**src/rtl/seven_segment_scan_controller_if.sv**
```systemverilog
// rtl/seven_segment_scan_controller_if.sv - value/control inputs and display outputs of the scan controller
interface seven_segment_scan_controller_if;
  logic        Load;
  logic [15:0] Value;
  logic [3:0]  DpIn;
  logic [3:0]  DigitEnable;
  logic        LzbEn;
  logic [3:0]  Nibble;
  logic [3:0]  Anodes;
  logic        DpOut;
  logic        FrameStart;

  modport master (
    output Load, Value, DpIn, DigitEnable, LzbEn,
    input  Nibble, Anodes, DpOut, FrameStart
  );

  modport slave (
    input  Load, Value, DpIn, DigitEnable, LzbEn,
    output Nibble, Anodes, DpOut, FrameStart
  );
endinterface

```
**src/rtl/seven_segment_scan_controller.sv**
```systemverilog
// rtl/seven_segment_scan_controller.sv - 4-digit common-anode scan with blanking, LZ suppression and frame-synchronous load
module seven_segment_scan_controller #(
  parameter int REFRESH_CYCLES = 100000,
  parameter int BLANK_CYCLES   = 1000
) (
  input  logic                          Clk,
  input  logic                          Reset,
  seven_segment_scan_controller_if.slave bus
);
  localparam int CW = (REFRESH_CYCLES > 1) ? $clog2(REFRESH_CYCLES) : 1;
  localparam logic [CW-1:0] LAST_CNT  = CW'(REFRESH_CYCLES - 1);
  localparam logic [CW-1:0] BLANK_END = CW'(BLANK_CYCLES);

  typedef enum logic {ST_BLANK, ST_DRIVE} state_t;
  localparam state_t ST_SLOT_START = (BLANK_CYCLES > 0) ? ST_BLANK : ST_DRIVE;

  // r_cnt/r_idx/r_state describe the slot position presented after the next edge
  logic [CW-1:0] r_cnt;
  logic [1:0]    r_idx;
  state_t        r_state;
  logic [15:0]   r_display;
  logic [3:0]    r_display_dp;
  logic [15:0]   r_pend;
  logic [3:0]    r_pend_dp;
  logic          r_pend_valid;

  logic [CW-1:0] w_cnt_nxt;
  logic [1:0]    w_idx_nxt;
  state_t        w_state_nxt;
  logic          w_frame_start;
  logic          w_commit;
  logic [15:0]   w_disp;
  logic [3:0]    w_disp_dp;
  logic [3:0]    w_nibble;
  logic          w_lz_blank;
  logic          w_shown;
  logic [3:0]    w_anodes;
  logic          w_dp;

  always_comb begin
    w_cnt_nxt   = r_cnt + 1'b1;
    w_idx_nxt   = r_idx;
    w_state_nxt = r_state;
    if (r_cnt == LAST_CNT) begin
      w_cnt_nxt   = '0;
      w_idx_nxt   = r_idx + 2'd1;
      w_state_nxt = ST_SLOT_START;
    end else if (w_cnt_nxt == BLANK_END) begin
      w_state_nxt = ST_DRIVE;
    end
  end

  always_comb begin
    w_frame_start = (r_cnt == '0) && (r_idx == 2'd0);
    w_commit      = w_frame_start && r_pend_valid;
    w_disp        = w_commit ? r_pend    : r_display;
    w_disp_dp     = w_commit ? r_pend_dp : r_display_dp;
    w_nibble      = w_disp[{r_idx, 2'b00} +: 4];

    w_lz_blank = 1'b0;
    case (r_idx)
      2'd3:    w_lz_blank = (w_disp[15:12] == 4'h0);
      2'd2:    w_lz_blank = (w_disp[15:8]  == 8'h00);
      2'd1:    w_lz_blank = (w_disp[15:4]  == 12'h000);
      default: w_lz_blank = 1'b0;
    endcase
    w_shown = bus.DigitEnable[r_idx] && !(bus.LzbEn && w_lz_blank);

    w_anodes = 4'b1111;
    w_dp     = 1'b1;
    if ((r_state == ST_DRIVE) && w_shown) begin
      w_anodes = ~(4'b0001 << r_idx);
      w_dp     = ~w_disp_dp[r_idx];
    end
  end

  always_ff @(posedge Clk) begin
    if (Reset) begin
      r_cnt          <= '0;
      r_idx          <= 2'd0;
      r_state        <= ST_SLOT_START;
      r_display      <= 16'h0000;
      r_display_dp   <= 4'h0;
      r_pend         <= 16'h0000;
      r_pend_dp      <= 4'h0;
      r_pend_valid   <= 1'b0;
      bus.Nibble     <= 4'h0;
      bus.Anodes     <= 4'b1111;
      bus.DpOut      <= 1'b1;
      bus.FrameStart <= 1'b0;
    end else begin
      r_cnt        <= w_cnt_nxt;
      r_idx        <= w_idx_nxt;
      r_state      <= w_state_nxt;
      r_display    <= w_disp;
      r_display_dp <= w_disp_dp;
      // A Load on the commit edge re-arms pending; the commit above used the old contents
      if (bus.Load) begin
        r_pend       <= bus.Value;
        r_pend_dp    <= bus.DpIn;
        r_pend_valid <= 1'b1;
      end else if (w_commit) begin
        r_pend_valid <= 1'b0;
      end
      bus.Nibble     <= w_nibble;
      bus.Anodes     <= w_anodes;
      bus.DpOut      <= w_dp;
      bus.FrameStart <= w_frame_start;
    end
  end
endmodule
```
**src/flat_wrapper.sv**
```systemverilog
// flat-port wrapper written by rule: the top's interface ports become plain ports
module seven_segment_scan_controller_flat 
#(
  parameter int REFRESH_CYCLES = 100000,
  parameter int BLANK_CYCLES   = 1000
)
  (Clk, Reset, bus_Load, bus_Value, bus_DpIn, bus_DigitEnable, bus_LzbEn, bus_Nibble, bus_Anodes, bus_DpOut, bus_FrameStart);
  seven_segment_scan_controller_if bus_i ();
  input  logic Clk;
  input  logic Reset;
  input wire logic [$bits(bus_i.Load)-1:0] bus_Load;
  input wire logic [$bits(bus_i.Value)-1:0] bus_Value;
  input wire logic [$bits(bus_i.DpIn)-1:0] bus_DpIn;
  input wire logic [$bits(bus_i.DigitEnable)-1:0] bus_DigitEnable;
  input wire logic [$bits(bus_i.LzbEn)-1:0] bus_LzbEn;
  output wire logic [$bits(bus_i.Nibble)-1:0] bus_Nibble;
  output wire logic [$bits(bus_i.Anodes)-1:0] bus_Anodes;
  output wire logic [$bits(bus_i.DpOut)-1:0] bus_DpOut;
  output wire logic [$bits(bus_i.FrameStart)-1:0] bus_FrameStart;
  assign bus_i.Load = bus_Load;
  assign bus_i.Value = bus_Value;
  assign bus_i.DpIn = bus_DpIn;
  assign bus_i.DigitEnable = bus_DigitEnable;
  assign bus_i.LzbEn = bus_LzbEn;
  assign bus_Nibble = bus_i.Nibble;
  assign bus_Anodes = bus_i.Anodes;
  assign bus_DpOut = bus_i.DpOut;
  assign bus_FrameStart = bus_i.FrameStart;
  seven_segment_scan_controller #(.REFRESH_CYCLES(REFRESH_CYCLES), .BLANK_CYCLES(BLANK_CYCLES)) u_core (.Clk(Clk), .Reset(Reset), .bus(bus_i));
endmodule
```
**config.mk**
```make
export PLATFORM = sky130hd
export DESIGN_NAME = seven_segment_scan_controller_flat
export DESIGN_NICKNAME = d
export VERILOG_FILES = /design/src/rtl/seven_segment_scan_controller_if.sv /design/src/rtl/seven_segment_scan_controller.sv /design/src/flat_wrapper.sv
export SDC_FILE = /design/constraint.sdc
export NUM_CORES = 1
export LEC_CHECK = 0
export BUFFER_PORTS_ARGS = -buffer_cell sky130_fd_sc_hd__buf_4
export CORE_MARGIN = 8
export CORE_UTILIZATION = 35
export DETAILED_ROUTE_END_ITERATION = 7
export PLACE_DENSITY = 0.6
export SETUP_SLACK_MARGIN = 0.15
export SYNTH_ARGS = -nofsm -noshare
export SYNTH_HDL_FRONTEND = slang
export SYNTH_SLANG_ARGS = --single-unit
```
**constraint.sdc**
```tcl
create_clock -name Clk -period 3.68 [get_ports Clk]
set_clock_uncertainty 0.1 [all_clocks]
set_input_delay 0.736 -clock Clk [delete_from_list [all_inputs] [get_ports Clk]]
set_output_delay 0.736 -clock Clk [all_outputs]
set_load 0.03 [all_outputs]
```
---- Word-level counts from Yosys, hierarchy flattened ----
Cells that the tools add are included.
word-level totals
  bits of input ports ..................... 28
  logic and storage cells ................. 48
  flip-flop bits (word level) ............. 71
  output and inout bits ................... 10
cells by class
  $add $sub $neg .......................... 2
  reduce and logical (&&, ||, !) cells .... 14
  equal/unequal tests ..................... 5
  bitwise gates (word level) .............. 3
  order comparisons ....................... 1
  muxes and demuxes ....................... 9
  shift-type cells ........................ 2
operator list
  cell                                                                          number
  17-bit by 1-bit adder with 17-bit output, second input constant               1
  17-bit by 10-bit == test with 1-bit output, second input constant             1
  17-bit == test, second input constant                                         1
  17-bit zero test                                                              1
  16-bit two-way mux                                                            1
  16-bit by 5-bit variable part select with 4-bit output                        1
  12-bit zero test                                                              1
  8-bit zero test                                                               1
  1-bit logical AND                                                             5
  1-bit binary-select mux with 2-bit select                                     2
  2-bit == test, second input constant                                          2
  4-bit zero test                                                               1
  1-bit two-way mux                                                             4
  4-bit two-way mux                                                             1
  4-bit inverter                                                                1
  2-bit OR reduction                                                            2
  1-bit by 2-bit left shift with 4-bit output, first input constant             1
  2-bit by 3-bit less-than comparator with 1-bit output, second input constant  1
  1-bit case mux with 3 select lines                                            1
  2-bit by 1-bit adder with 2-bit output, second input constant                 1
  2-bit by 1-bit == test with 1-bit output, second input constant               1
  2-bit zero test                                                               1
  1-bit inverter                                                                2
  2-bit nonzero test                                                            1
  1-bit zero test                                                               1

---- Longest topological paths before layout ----
Gate-level depths: netlist of the first run.
  depth in word-level cells ............... 12
  mapped depth ............................ 10
  gate-level depth less buffers ........... 8

---- Worst setup path after synthesis of the first run ----
Ideal clock, no wire load.
  kind .................................... register to register
  start ................................... reg u_core.r_idx[0]
  end ..................................... reg u_core.bus.Anodes[0]
  period minus slack after synthesis ...... 2793 ps
  cell stages (with the launch flop) ...... 11
  slack ................................... 887 ps
  setup time .............................. 58 ps
  required time ........................... 3522 ps
  data arrival time ....................... 2634 ps
  buffers on the path ..................... 2
  cells stage by stage .................... dfxtp_1 -> clkbuf_1 -> inv_1 -> ha_1 -> or4b_4 -> nor4b_4 -> and3_4 -> buf_12 -> mux2_2 -> o211a_1 -> nand2_1
between the ends
  word-level cells in the longest chain between the ends .. 12
  elaborated cells on any way between the ends .. 21
  those cells by class .................... 3 x eq/ne; 1 x shift; 4 x mux; 2 x bitwise; 11 x reduce/logical
RTL lines
  item                                            line                                    text
  start: declaration                              seven_segment_scan_controller.sv:19     logic [1:0] r_idx;
  start signal: assignment                        seven_segment_scan_controller.sv:93     r_idx <= w_idx_nxt;
  2-bit zero test                                 seven_segment_scan_controller.sv:54     w_frame_start = (r_cnt == '0) && (r_idx == 2'd0);
  1-bit logical AND                               seven_segment_scan_controller.sv:54
  1-bit logical AND                               seven_segment_scan_controller.sv:55     w_commit = w_frame_start && r_pend_valid;
  16-bit two-way mux                              seven_segment_scan_controller.sv:56     w_disp = w_commit ? r_pend : r_display;
  12-bit zero test, or another cell as far along  seven_segment_scan_controller.sv:64     2'd1: w_lz_blank = (w_disp[15:4] == 12'h000);
  1-bit case mux with 3 select lines              seven_segment_scan_controller.sv:61     case (r_idx)
  1-bit logical AND                               seven_segment_scan_controller.sv:67     w_shown = bus.DigitEnable[r_idx] && !(bus.LzbEn && w_lz_blank);
  1-bit zero test                                 seven_segment_scan_controller.sv:67
  1-bit logical AND                               seven_segment_scan_controller.sv:67
  1-bit logical AND                               seven_segment_scan_controller.sv:71     if ((r_state == ST_DRIVE) && w_shown) begin
  1-bit inverter (no source line)                 n/a
  2-bit OR reduction (no source line)             n/a
  end signal: assignment                          seven_segment_scan_controller.sv:106    bus.Anodes <= w_anodes;
  end: declaration                                seven_segment_scan_controller_if.sv:20  output Nibble, Anodes, DpOut, FrameStart
Several ways; a longest one is shown, not always the timed one. The select of a mux whose other input is x is not followed.
A chain may end at the register's enable or synchronous reset.

---- Worst setup path after layout of the first run ----
  start ................................... reg u_core.r_idx[0]
  end ..................................... reg u_core.bus.Anodes[1]
Same word-level chain as after synthesis.

==> results by group, run 1 <==
Synthesis
  – Sequential-to-total area share from yosys stat: 44.4%
  – Leading post-synthesis cells by cell area: dfxtp_1, mux2i_1, nor2_1
  – Post-synth EDFFs: 0
  – Synth Instances: 340
  – Synth top area share: 44.4%
  – Post-synth net total: 376
  – Netlist cell types: 44
  – Seq cells post-synth: 71
  – Synthesis warning total: 0
  – Ys flop type: dfxtp_1
  – Leading cell type by number of instances after synthesis: dfxtp_1
  – Ranking of synthesized cells by instance count: dfxtp_1, nor2_1, mux2i_1, nand2_1, nand3_1
  – Synthesized area: 3200 µm²
  – Async set-reset flop share out of synthesis: 0%
  – Post-synth top area cell: dfxtp_1
  – Average cell area after synthesis: 9.41 µm²

Final layout
  – Number of nets in the layout: 402
  – Final non-filler cell area: 3700 µm²
  – Share of final-layout standard cells stronger than drive strength 1: 17.3%
  – Area added between synthesis and finish: 15.6%
  – N_diodes: 0

STA
  – Achievable Freq: 315 MHz
  – Period utilization: 86.2%
  – Unrepaired setup endpoints after global routing: no
  – Hold Fails Final Rpt: 0
  – Shortest period the worst path allows: 3.17 ns
  – Worst slew margin: 33.2%
  – Setup ws final: 0.506 ns
  – Transition time at the pin with the least slew margin: 0.976 ns
  – Endpoints failing setup: 0
  – Final Max Slew Viols: 0
  – Setup Total Neg Slack: 0 ns

Setup path
  – Setup crit end kind: flop
  – Startpoint type of the worst setup path: flop
  – Data arrival time of the worst path: 3.36 ns
  – Worst reg2reg setup slack: 0.51 ns
  – Biggest fanout along the worst timing path: 12
  – Type of the worst setup path: reg -> reg
  – Data required time at the worst endpoint: 3.87 ns

Global route
  – Global-route wire length before repair: 11800 µm
  – Antenna violations before repair: 0
  – Maximum number of pins on one net before global-route repair: 51
  – Via count of the first global-routing pass: 2330
  – Global-route congestion overflow total: 0
  – GRT Resource Usage Total: 11.5%

Detailed routing
  – Routed length on met3: 275 µm
  – Via count: 2388
  – Top Layer Used: met4
  – Detailed Route WL: 6990 µm
  – DRT met1 WL: 3550 µm
  – Pre-Repair DR Iteration Count: 5
  – Count of antenna-violating nets left after detailed routing: 0
  – Count of unresolved DRC violations after routing: 0
  – DR WL/cell: 14.5 µm
  – Length of routed met2 wiring: 3060 µm
  – Violation count after the first detailed-routing iteration: 114
  – Via density per instance: 4.95

Clock network
  – Number of hold buffers added after cts: 0
  – Number of H-tree branching levels: 3
  – Root Buffer: clkbuf_8
  – Clock transition at the register clock pins on the worst setup and hold paths after CTS: 0.08 ns
  – Largest buffer count on any clock path: 2
  – Number of buffers created by CTS: 9
  – Later-pin clock latency in the skew report: 0.35 ns
  – Clock Sink Count: 71
  – Quantity of gates resized following cts: 0
  – TritonCTS clock tree: yes
  – Total setup buffers inserted after CTS: 0

Hold path
  – Worst min-delay path class: reg -> reg

Floorplanning
  – Rows: 35
  – Die outline area: 12500 µm²
  – Core ar.: 9060 µm²
  – Horizontal extent of the die: 112 µm
  – Initial Util: 35.3%
  – Die height: 112 µm
  – IO Count: 38

Flow run
  – Number of max-cap violations: 0

Place
  – Number of input and output port buffers inserted: 37
  – Placed Instance Area: 3500 µm²
  – RePlAce Congestion: 0.800
  – Worst setup slack before clock tree synthesis: 0.541 ns
  – Detailed placer's ending HPWL: 4980 µm

Power
  – Maximum VDD drop: 210 µV
  – Leakage component of the power: 0.00148 µW
  – Total power consumption of the routed design: 1560 µW
  – PwrDens: 421 nW/µm²

Status
  – Run status: finished clean
==> worst max-delay path: stages (launching register included) <==
cell	delay (ns)
dfxtp_1	0.50
inv_1	0.29
ha_1	0.20
or4b_4	0.48
nor4b_4	0.30
nand3_1	0.45
mux2_2	0.46
o211a_1	0.26
nand2_1	0.07
==> cell usage in the layout, fill, tap and decap left out, drive strengths merged, types with 6 or more instances in the layout <==
master,n
a21oi,10
buf,37
clkbuf,10
dfxtp,71
ha,8
inv,9
mux2i,42
nand2,26
nand3,14
nor2,62
nor4,9
xnor2,12
xor2,6
==> area by class of cell <==
class	instances	area, µm²
fillers	921	5370
multi-input cells	240	1640
flip-flops and latches	71	1420
repair buffers	37	278
well taps	111	139
clock buffers	10	128
clock inverters	6	68.8
inverters	7	26.3
==> cells by family after synthesis <==
family                   count (synthesis)  synth area share, %
AO/OA/AOI/OAI                           28                 6.14
XOR/XNOR                                18                 4.93
adder cells (fa/ha/maj)                  8                 3.13
buffers and inverters                   29                 4.34
flip-flops                              71                 44.4
multiplexers                            48                 16.0
AND/OR/NAND/NOR                        138                 21.1
==> metal layers <==
| metal | vias up | GRT usage, % |
|---|---|---|
| met2 | 41 | 17.2 |
| met5 | - | 0 |
| met4 | 0 | 4.65 |
| met1 | 1109 | 15.3 |
| met3 | 8 | 3.19 |
| li1 | 1230 | - |
==> power by group <==
group | internal [µW] | leakage, µW | switching (µW) | total, µW
clock | 318 | 0.0000973 | 305 | 623
sequential | 792 | 0.000578 | 20.4 | 812
combinational | 61.4 | 0.000800 | 61.3 | 123
total | 1170 | 0.00148 | 387 | 1560
==> stage by stage <==
| step | hold WS (ns) | util [%] | instances |
|---|---|---|---|
| detailed placement | 0.347 | 38.6 | 466 |
| finish | 0.361 | 40.8 | 482 |
| floorplan | 0.329 | - | 340 |
| global route | 0.381 | 40.8 | 482 |
| CTS | 0.360 | 40.8 | 482 |
| global placement | 0.338 | 38.6 | 466 |
==> final timing paths <==
check	start	to	cells after the start
max	u_core.r_idx[0]	u_core.bus.Anodes[1]	8
min	u_core.r_display_dp[0]	u_core.r_display_dp[0]	2
max reg2reg	u_core.r_idx[0]	u_core.bus.Anodes[1]	8
min reg2reg	u_core.r_display_dp[0]	u_core.r_display_dp[0]	2
==> state kept, by name, summed over array words and instances, names as in the netlist <==
register               flops
u_core.r_pend_dp           4
u_core.bus.Nibble          4
u_core.r_display_dp        4
u_core.r_idx               2
u_core.r_pend             16
u_core.bus.FrameStart      1
u_core.bus.DpOut           1
u_core.r_display          16
u_core.r_pend_valid        1
u_core.r_state             1
u_core.r_cnt              17
u_core.bus.Anodes          4
Power figures use the tool's default switching activity.
==> run 2: changes to the inputs <==
--- a/config.mk
+++ b/config.mk
@@ -5,11 +5,12 @@
 export SDC_FILE = /design/constraint.sdc
 export NUM_CORES = 1
 export LEC_CHECK = 0
+export ABC_AREA = 1
 export BUFFER_PORTS_ARGS = -buffer_cell sky130_fd_sc_hd__buf_4
 export CORE_MARGIN = 8
-export CORE_UTILIZATION = 35
+export CORE_UTILIZATION = 45
 export DETAILED_ROUTE_END_ITERATION = 7
-export PLACE_DENSITY = 0.6
+export PLACE_DENSITY = 0.71
 export SETUP_SLACK_MARGIN = 0.15
 export SYNTH_ARGS = -nofsm -noshare
 export SYNTH_HDL_FRONTEND = slang
==> results by group, run 2 <==
Clock network
  – Number of buffers created by CTS: 9 (unchanged)
  – Root Buffer: clkbuf_8
  – Number of hold buffers added after cts: 0 (unchanged)
  – Later-pin clock latency in the skew report: 0.35 ns (about the same)
  – Clock Sink Count: 71 (unchanged)
  – Largest buffer count on any clock path: 2 (unchanged)
  – Quantity of gates resized following cts: 0 (unchanged)
  – Clock transition at the register clock pins on the worst setup and hold paths after CTS: 0.08 ns (about the same)
  – Total setup buffers inserted after CTS: 0 (unchanged)
  – Number of H-tree branching levels: 3 (unchanged)
  – TritonCTS clock tree: yes

Synthesis
  – Post-synth top area cell: dfxtp_1
  – Sequential-to-total area share from yosys stat: 45.7% (+1.3 points)
  – Synthesized area: 3110 µm² (-2.8%)
  – Ranking of synthesized cells by instance count: nor2_1, dfxtp_1, nand2_1, inv_1
  – Synth Instances: 413 (+21%)
  – Synthesis warning total: 0 (unchanged)
  – Post-synth EDFFs: 0 (unchanged)
  – Post-synth net total: 449 (+19%)
  – Netlist cell types: 27 (-39%)
  – Synth top area share: 45.7% (+1.3 points)
  – Ys flop type: dfxtp_1
  – Async set-reset flop share out of synthesis: 0% (unchanged)
  – Seq cells post-synth: 71 (unchanged)
  – Average cell area after synthesis: 7.53 µm² (-20%)
  – Leading cell type by number of instances after synthesis: nor2_1
  – Leading post-synthesis cells by cell area: dfxtp_1, nor2_1, nand2_1

STA
  – Hold Fails Final Rpt: 0 (unchanged)
  – Setup Total Neg Slack: 0 ns (unchanged)
  – Shortest period the worst path allows: 2.92 ns (-0.254 ns)
  – Endpoints failing setup: 0 (unchanged)
  – Transition time at the pin with the least slew margin: 0.755 ns (-0.221 ns)
  – Period utilization: 79.3% (-6.9 points)
  – Final Max Slew Viols: 0 (unchanged)
  – Worst hold slack: 0.352 ns (-0.00920 ns)
  – Unrepaired setup endpoints after global routing: no
  – Achievable Freq: 343 MHz (+8.7%)
  – Worst slew margin: 49.6% (+16 points)

Final layout
  – Number of fill cells: 646 (-30%)
  – Area added between synthesis and finish: 17.3%
  – Share of final-layout standard cells stronger than drive strength 1: 14.4% (-2.9 points)
  – Combined area of the multi-input logic cells: 1440 µm² (-12%)
  – Top flop regs: u_core.r_cnt x17, u_core.r_display x16, u_core.r_pend x16
  – N_diodes: 0 (unchanged)
  – Most frequent cells in the layout: nor2_1, dfxtp_1, nand2_1
  – Most frequent standard cell in the layout excluding fill and tap cells: nor2_1
  – Storage element area: 1420 µm² (unchanged)
  – Number of nets in the layout: 483 (+20%)
  – Reg with most FFs: u_core.r_cnt
  – Number of flip-flops in the largest register: 17 (unchanged)

Power
  – PwrDens: 459 nW/µm² (+9.1%)
  – Leakage component of the power: 0.00162 µW (+9.6%)
  – Maximum VDD drop: 214 µV (+2.1%)

Setup path
  – Cell Chain, Critical Path: inv_1 > ha_1 > nand2_1 > inv_1 > nand3_2 > nor2_4 > nand3_4 > inv_2 > nand2_1 > o21ai_1 > nand2_1 > nor2_1 > nand2_1 > nand2_1 > nand2_2 > nand3_1
  – Slowest cell on the critical path: dfxtp_1
  – Cell type with the highest occurrence count on the critical path: nand2_1
  – Max stage delay on crit path: 0.48 ns (-0.02 ns)
  – Data arrival time of the worst path: 3.11 ns (-0.25 ns)
  – Cell family contributing the most delay on the critical path: simple AND/OR/NAND/NOR gates
  – Setup crit end kind: flop
  – Startpoint type of the worst setup path: flop
  – Buffers plus inverters on the worst setup path: 3 (+2)
  – Type of the worst setup path: reg -> reg
  – Data required time at the worst endpoint: 3.87 ns (about the same)
  – Biggest fanout along the worst timing path: 16 (+4)

Global route
  – Maximum number of pins on one net before global-route repair: 30 (-41%)
  – Via count of the first global-routing pass: 2539 (+9.0%)
  – Global-route wire length before repair: 11600 µm (-1.6%)
  – Global-route congestion overflow total: 0 (unchanged)
  – Antenna violations before repair: 0 (unchanged)
  – GRT Resource Usage Total: 14.5% (+2.9 points)

Detailed routing
  – Via density per instance: 4.97 (+0.35%)
  – Violation count after the first detailed-routing iteration: 152 (+33%)
  – DR WL/cell: 12.5 µm (-13%)
  – Detailed Route WL: 6670 µm (-4.5%)
  – Count of unresolved DRC violations after routing: 0 (unchanged)
  – Count of antenna-violating nets left after detailed routing: 0 (unchanged)
  – Via count: 2645 (+11%)
  – Pre-Repair DR Iteration Count: 4 (-1)

Status
  – Run status: finished clean

Floorplanning
  – IO Count: 38 (unchanged)
  – Core ar.: 6760 µm² (-25%)
  – Die outline area: 9820 µm² (-21%)
  – Horizontal extent of the die: 99.1 µm (-11%)
  – Rows: 30 (-14%)
  – Die height: 99.1 µm (-11%)
  – Initial Util: 46.0% (+11 points)

Place
  – Detailed placer's ending HPWL: 4830 µm (-3.2%)
  – Number of input and output port buffers inserted: 37 (unchanged)
  – RePlAce Congestion: 0.884 (+11%)

Flow run
  – Number of max-cap violations: 0 (unchanged)

Hold path
  – Worst min-delay path class: reg -> reg
-- run 2: cell types whose count changed in the layout (fill, tap and decap cells not counted), sizes merged, moves of 4 or more --
cell / before / now
nand4: 4 / 10
nand3: 14 / 26
mux2: 4 / 0
inv: 9 / 46
xor2: 6 / 11
a21oi: 10 / 25
o21ai: 1 / 29
xnor2: 12 / 2
nand2: 26 / 70
mux2i: 42 / 8
nor2: 62 / 83
nor4b: 4 / 0
nor4: 9 / 1
-- run 2: final timing paths --
path	start	end	slack, ns	cells past startpoint
worst max-delay path	u_core.r_idx[0]	u_core.bus.Anodes[2]	0.76	16
worst min-delay path	u_core.r_state	u_core.r_state	0.35	2
worst max register to register	u_core.r_idx[0]	u_core.bus.Anodes[2]	0.76	16
worst min register to register	u_core.r_state	u_core.r_state	0.35	2
-- run 2: through the flow --
step | total power (µW) | instance area [µm²] | setup WS, ns | util, % | std cells
2_1_floorplan | 936 | 3110 | 1.36 | - | 413
3_3_place_gp | 983 | 3420 | 0.941 | 50.6 | 516
4_1_cts | 1680 | 3650 | 0.771 | 54.0 | 532
5_1_grt | 1750 | 3650 | 0.403 | 54.0 | 532
6_report | 1670 | 3650 | 0.761 | 54.0 | 532
3_5_place_dp | 987 | 3420 | 0.832 | 50.6 | 516
-- run 2: tightest hold or removal path, stage by stage, from the launching register on --
cell	delay, ns
dfxtp_1	0.31
inv_1	0.05
a21oi_1	0.05
-- run 2: report_power, final --
group	switching [µW]	internal (µW)	leakage, µW	total, µW
Clock	303	403	0.000109	706
Sequential	14.4	802	0.000581	816
Combinational	92.3	60.4	0.000928	153
-- run 2: kinds of logic after synthesis --
logic type      share of synthesized area, %
buf+inv                                 8.09
flops                                   45.7
simple gates                            27.5
compound gates                          9.22
fa+ha+maj                               3.22
xor+xnor                                3.66
mux                                     2.58
-- run 2: routing by layer --
layer | share of wire, % | vias up | global-route usage [%]
met5 | 0 | - | 0
met4 | 1.6 | 0 | 7.45
met3 | 5.0 | 8 | 3.84
met2 | 44 | 53 | 21.4
met1 | 50 | 1195 | 18.9
li1 | - | 1389 | -
-- run 2: area by class of cell --
cell class / instances / area share, %
clock inverters: 6 / 2.54
repair buffers: 38 / 7.82
well taps: 80 / 2.75
flip-flops and latches: 71 / 39.0
clock buffers: 10 / 3.77
inverters: 46 / 4.74
multi-input cells: 281 / 39.4
==> run 3: changes to the inputs <==
==> constraint.sdc (replaced) <==
create_clock -name Clk -period 2.9 [get_ports Clk]
set_clock_uncertainty 0.1 [all_clocks]
set_input_delay 0.58 -clock Clk [delete_from_list [all_inputs] [get_ports Clk]]
set_output_delay 0.58 -clock Clk [all_outputs]
set_load 0.03 [all_outputs]
==> results by group, run 3 (same netlist as run 2, synthesis figures left out) <==
Global route
  – Antenna violations before repair: 0 (unchanged)
  – GRT Resource Usage Total: 14.4% (-0.099 points)
  – Global-route wire length before repair: 11600 µm (+0.29%)
  – Global-route congestion overflow total: 0 (unchanged)
  – Via count of the first global-routing pass: 2540 (+0.039%)
  – Maximum number of pins on one net before global-route repair: 30 (unchanged)

STA
  – Unrepaired setup endpoints after global routing: no
  – Final Max Slew Viols: 0 (unchanged)
  – Endpoints failing setup: 0 (unchanged)
  – Period utilization: 86.1% (+6.7 points)
  – Shortest period the worst path allows: 2.50 ns (-0.424 ns)
  – Setup Total Neg Slack: 0 ns (unchanged)
  – Transition time at the pin with the least slew margin: 0.807 ns (+0.0519 ns)
  – Worst slew margin: 46.2% (-3.5 points)
  – Achievable Freq: 401 MHz (+17%)
  – Hold Fails Final Rpt: 0 (unchanged)

Final layout
  – Reg with most FFs: u_core.r_cnt
  – Top flop regs: u_core.r_cnt x17, u_core.r_display x16, u_core.r_pend x16
  – Most frequent cells in the layout: nor2_1, dfxtp_1, nand2_1
  – Most frequent standard cell in the layout excluding fill and tap cells: nor2_1
  – Number of flip-flops in the largest register: 17 (unchanged)
  – N_diodes: 0 (unchanged)
  – Area added between synthesis and finish: 20.4%
  – Number of nets in the layout: 493 (+2.1%)
  – Share of final-layout standard cells stronger than drive strength 1: 16.5% (+2.1 points)
  – Number of fill cells: 646 (unchanged)

Floorplanning
  – Die outline area: 9820 µm² (unchanged)
  – Initial Util: 46.0% (unchanged)
  – Horizontal extent of the die: 99.1 µm (unchanged)
  – IO Count: 38 (unchanged)
  – Rows: 30 (unchanged)
  – Die height: 99.1 µm (unchanged)
  – Core ar.: 6760 µm² (unchanged)

Clock network
  – Number of buffers created by CTS: 9 (unchanged)
  – Later-pin clock latency in the skew report: 0.34 ns (about the same)
  – Root Buffer: clkbuf_8
  – Number of hold buffers added after cts: 0 (unchanged)
  – Number of H-tree branching levels: 3 (unchanged)
  – TritonCTS clock tree: yes
  – Clock Sink Count: 71 (unchanged)
  – Clock transition at the register clock pins on the worst setup and hold paths after CTS: 0.08 ns (about the same)
  – Largest buffer count on any clock path: 2 (unchanged)

Detailed routing
  – Via density per instance: 4.98 (+0.23%)
  – DR WL/cell: 12.6 µm (+0.32%)
  – Pre-Repair DR Iteration Count: 4 (unchanged)
  – Count of antenna-violating nets left after detailed routing: 0 (unchanged)
  – Via count: 2701 (+2.1%)
  – Violation count after the first detailed-routing iteration: 137 (-9.9%)
  – Count of unresolved DRC violations after routing: 0 (unchanged)
  – Detailed Route WL: 6820 µm (+2.2%)

Power
  – Leakage component of the power: 0.00167 µW (+3.4%)
  – PwrDens: 586 nW/µm² (+28%)
  – Total power consumption of the routed design: 2190 µW (+31%)
  – Maximum VDD drop: 244 µV (+14%)

Setup path
  – Startpoint type of the worst setup path: flop
  – Data arrival time of the worst path: 2.68 ns (-0.43 ns)
  – Type of the worst setup path: reg -> reg
  – Data required time at the worst endpoint: 3.08 ns (-0.79 ns)
  – Biggest fanout along the worst timing path: 16 (unchanged)
  – Setup crit end kind: flop
  – Reg-to-Reg Start: u_core.r_idx[0]
  – Start point of the critical path: u_core.r_idx[0]

Place
  – Detailed placer's ending HPWL: 4930 µm (+2.2%)
  – RePlAce Congestion: 0.908 (+2.7%)
  – Number of input and output port buffers inserted: 37 (unchanged)

Status
  – Run status: finished clean

Flow run
  – Number of max-cap violations: 0 (unchanged)

Hold path
  – Source of the worst hold timing path: u_core.r_state
  – Worst min-delay path class: reg -> reg
## run 3: layer usage
layer  up-vias  share of wire [%]  global-route usage, %  routed length, µm
li1       1403                  -                      -                  -
met5         -                  0                      0                  0
met1      1233                 49                   18.8               3340
met2        58                 45                   21.7               3050
met3         7                4.9                   3.35                331
met4         0                1.4                   6.87                 96
## run 3: per-stage QoR
step | instance area [µm²] | utilization (%) | std cells | setup WS (ns) | hold WS, ns
after floorplan | 3110 | - | 413 | 0.582 | 0.330
after global placement | 3420 | 50.7 | 517 | 0.461 | 0.340
after detailed placement | 3420 | 50.7 | 517 | 0.327 | 0.346
after CTS | 3670 | 54.3 | 533 | 0.295 | 0.348
after global routing | 3740 | 55.4 | 542 | 0.206 | 0.362
final | 3740 | 55.4 | 542 | 0.404 | 0.353
## run 3: critical path, stage by stage (launching register included)
cell,delay (ns)
dfxtp_1,0.66
inv_1,0.12
ha_1,0.25
nand2_1,0.06
inv_1,0.05
nand3_2,0.07
nor2_4,0.05
nand3_4,0.15
buf_4,0.16
mux2i_1,0.29
nand3_1,0.12
nor2_1,0.15
nand2_2,0.11
nand3_1,0.09
## run 3: what timing repair did
| item | 4_1_cts | 5_1_grt |
|---|---|---|
| setup endpoints to repair | 0 | 5 |
| resized for setup | 0 | 3 |
| setup buffers | 0 | 9 |
## run 3: power by group
part | switching, µW | total [µW] | internal, µW
Combinational | 119 | 206 | 86.9
Clock | 361 | 953 | 592
Sequential | 18.3 | 1040 | 1020
Total | 498 | 2190 | 1700
## run 3: path summary, 6_finish.rpt
path,end,slack [ns],cells after the start
max reg2reg,u_core.bus.Anodes[3],0.40,13
min reg2reg,u_core.r_state,0.35,2
max,u_core.bus.Anodes[3],0.40,13
min,u_core.r_state,0.35,2
## run 3: cell type report
| type | instances | area [µm²] | area share, % |
|---|---|---|---|
| Tap cell | 80 | 100 | 2.67 |
| Timing Repair Buffer | 48 | 360 | 9.63 |
| Inverter | 46 | 179 | 4.78 |
| Clock buffer | 10 | 138 | 3.68 |
| Sequential cell | 71 | 1420 | 38.0 |
| Multi-Input combinational cell | 281 | 1440 | 38.4 |
| Clock inverter | 6 | 108 | 2.88 |
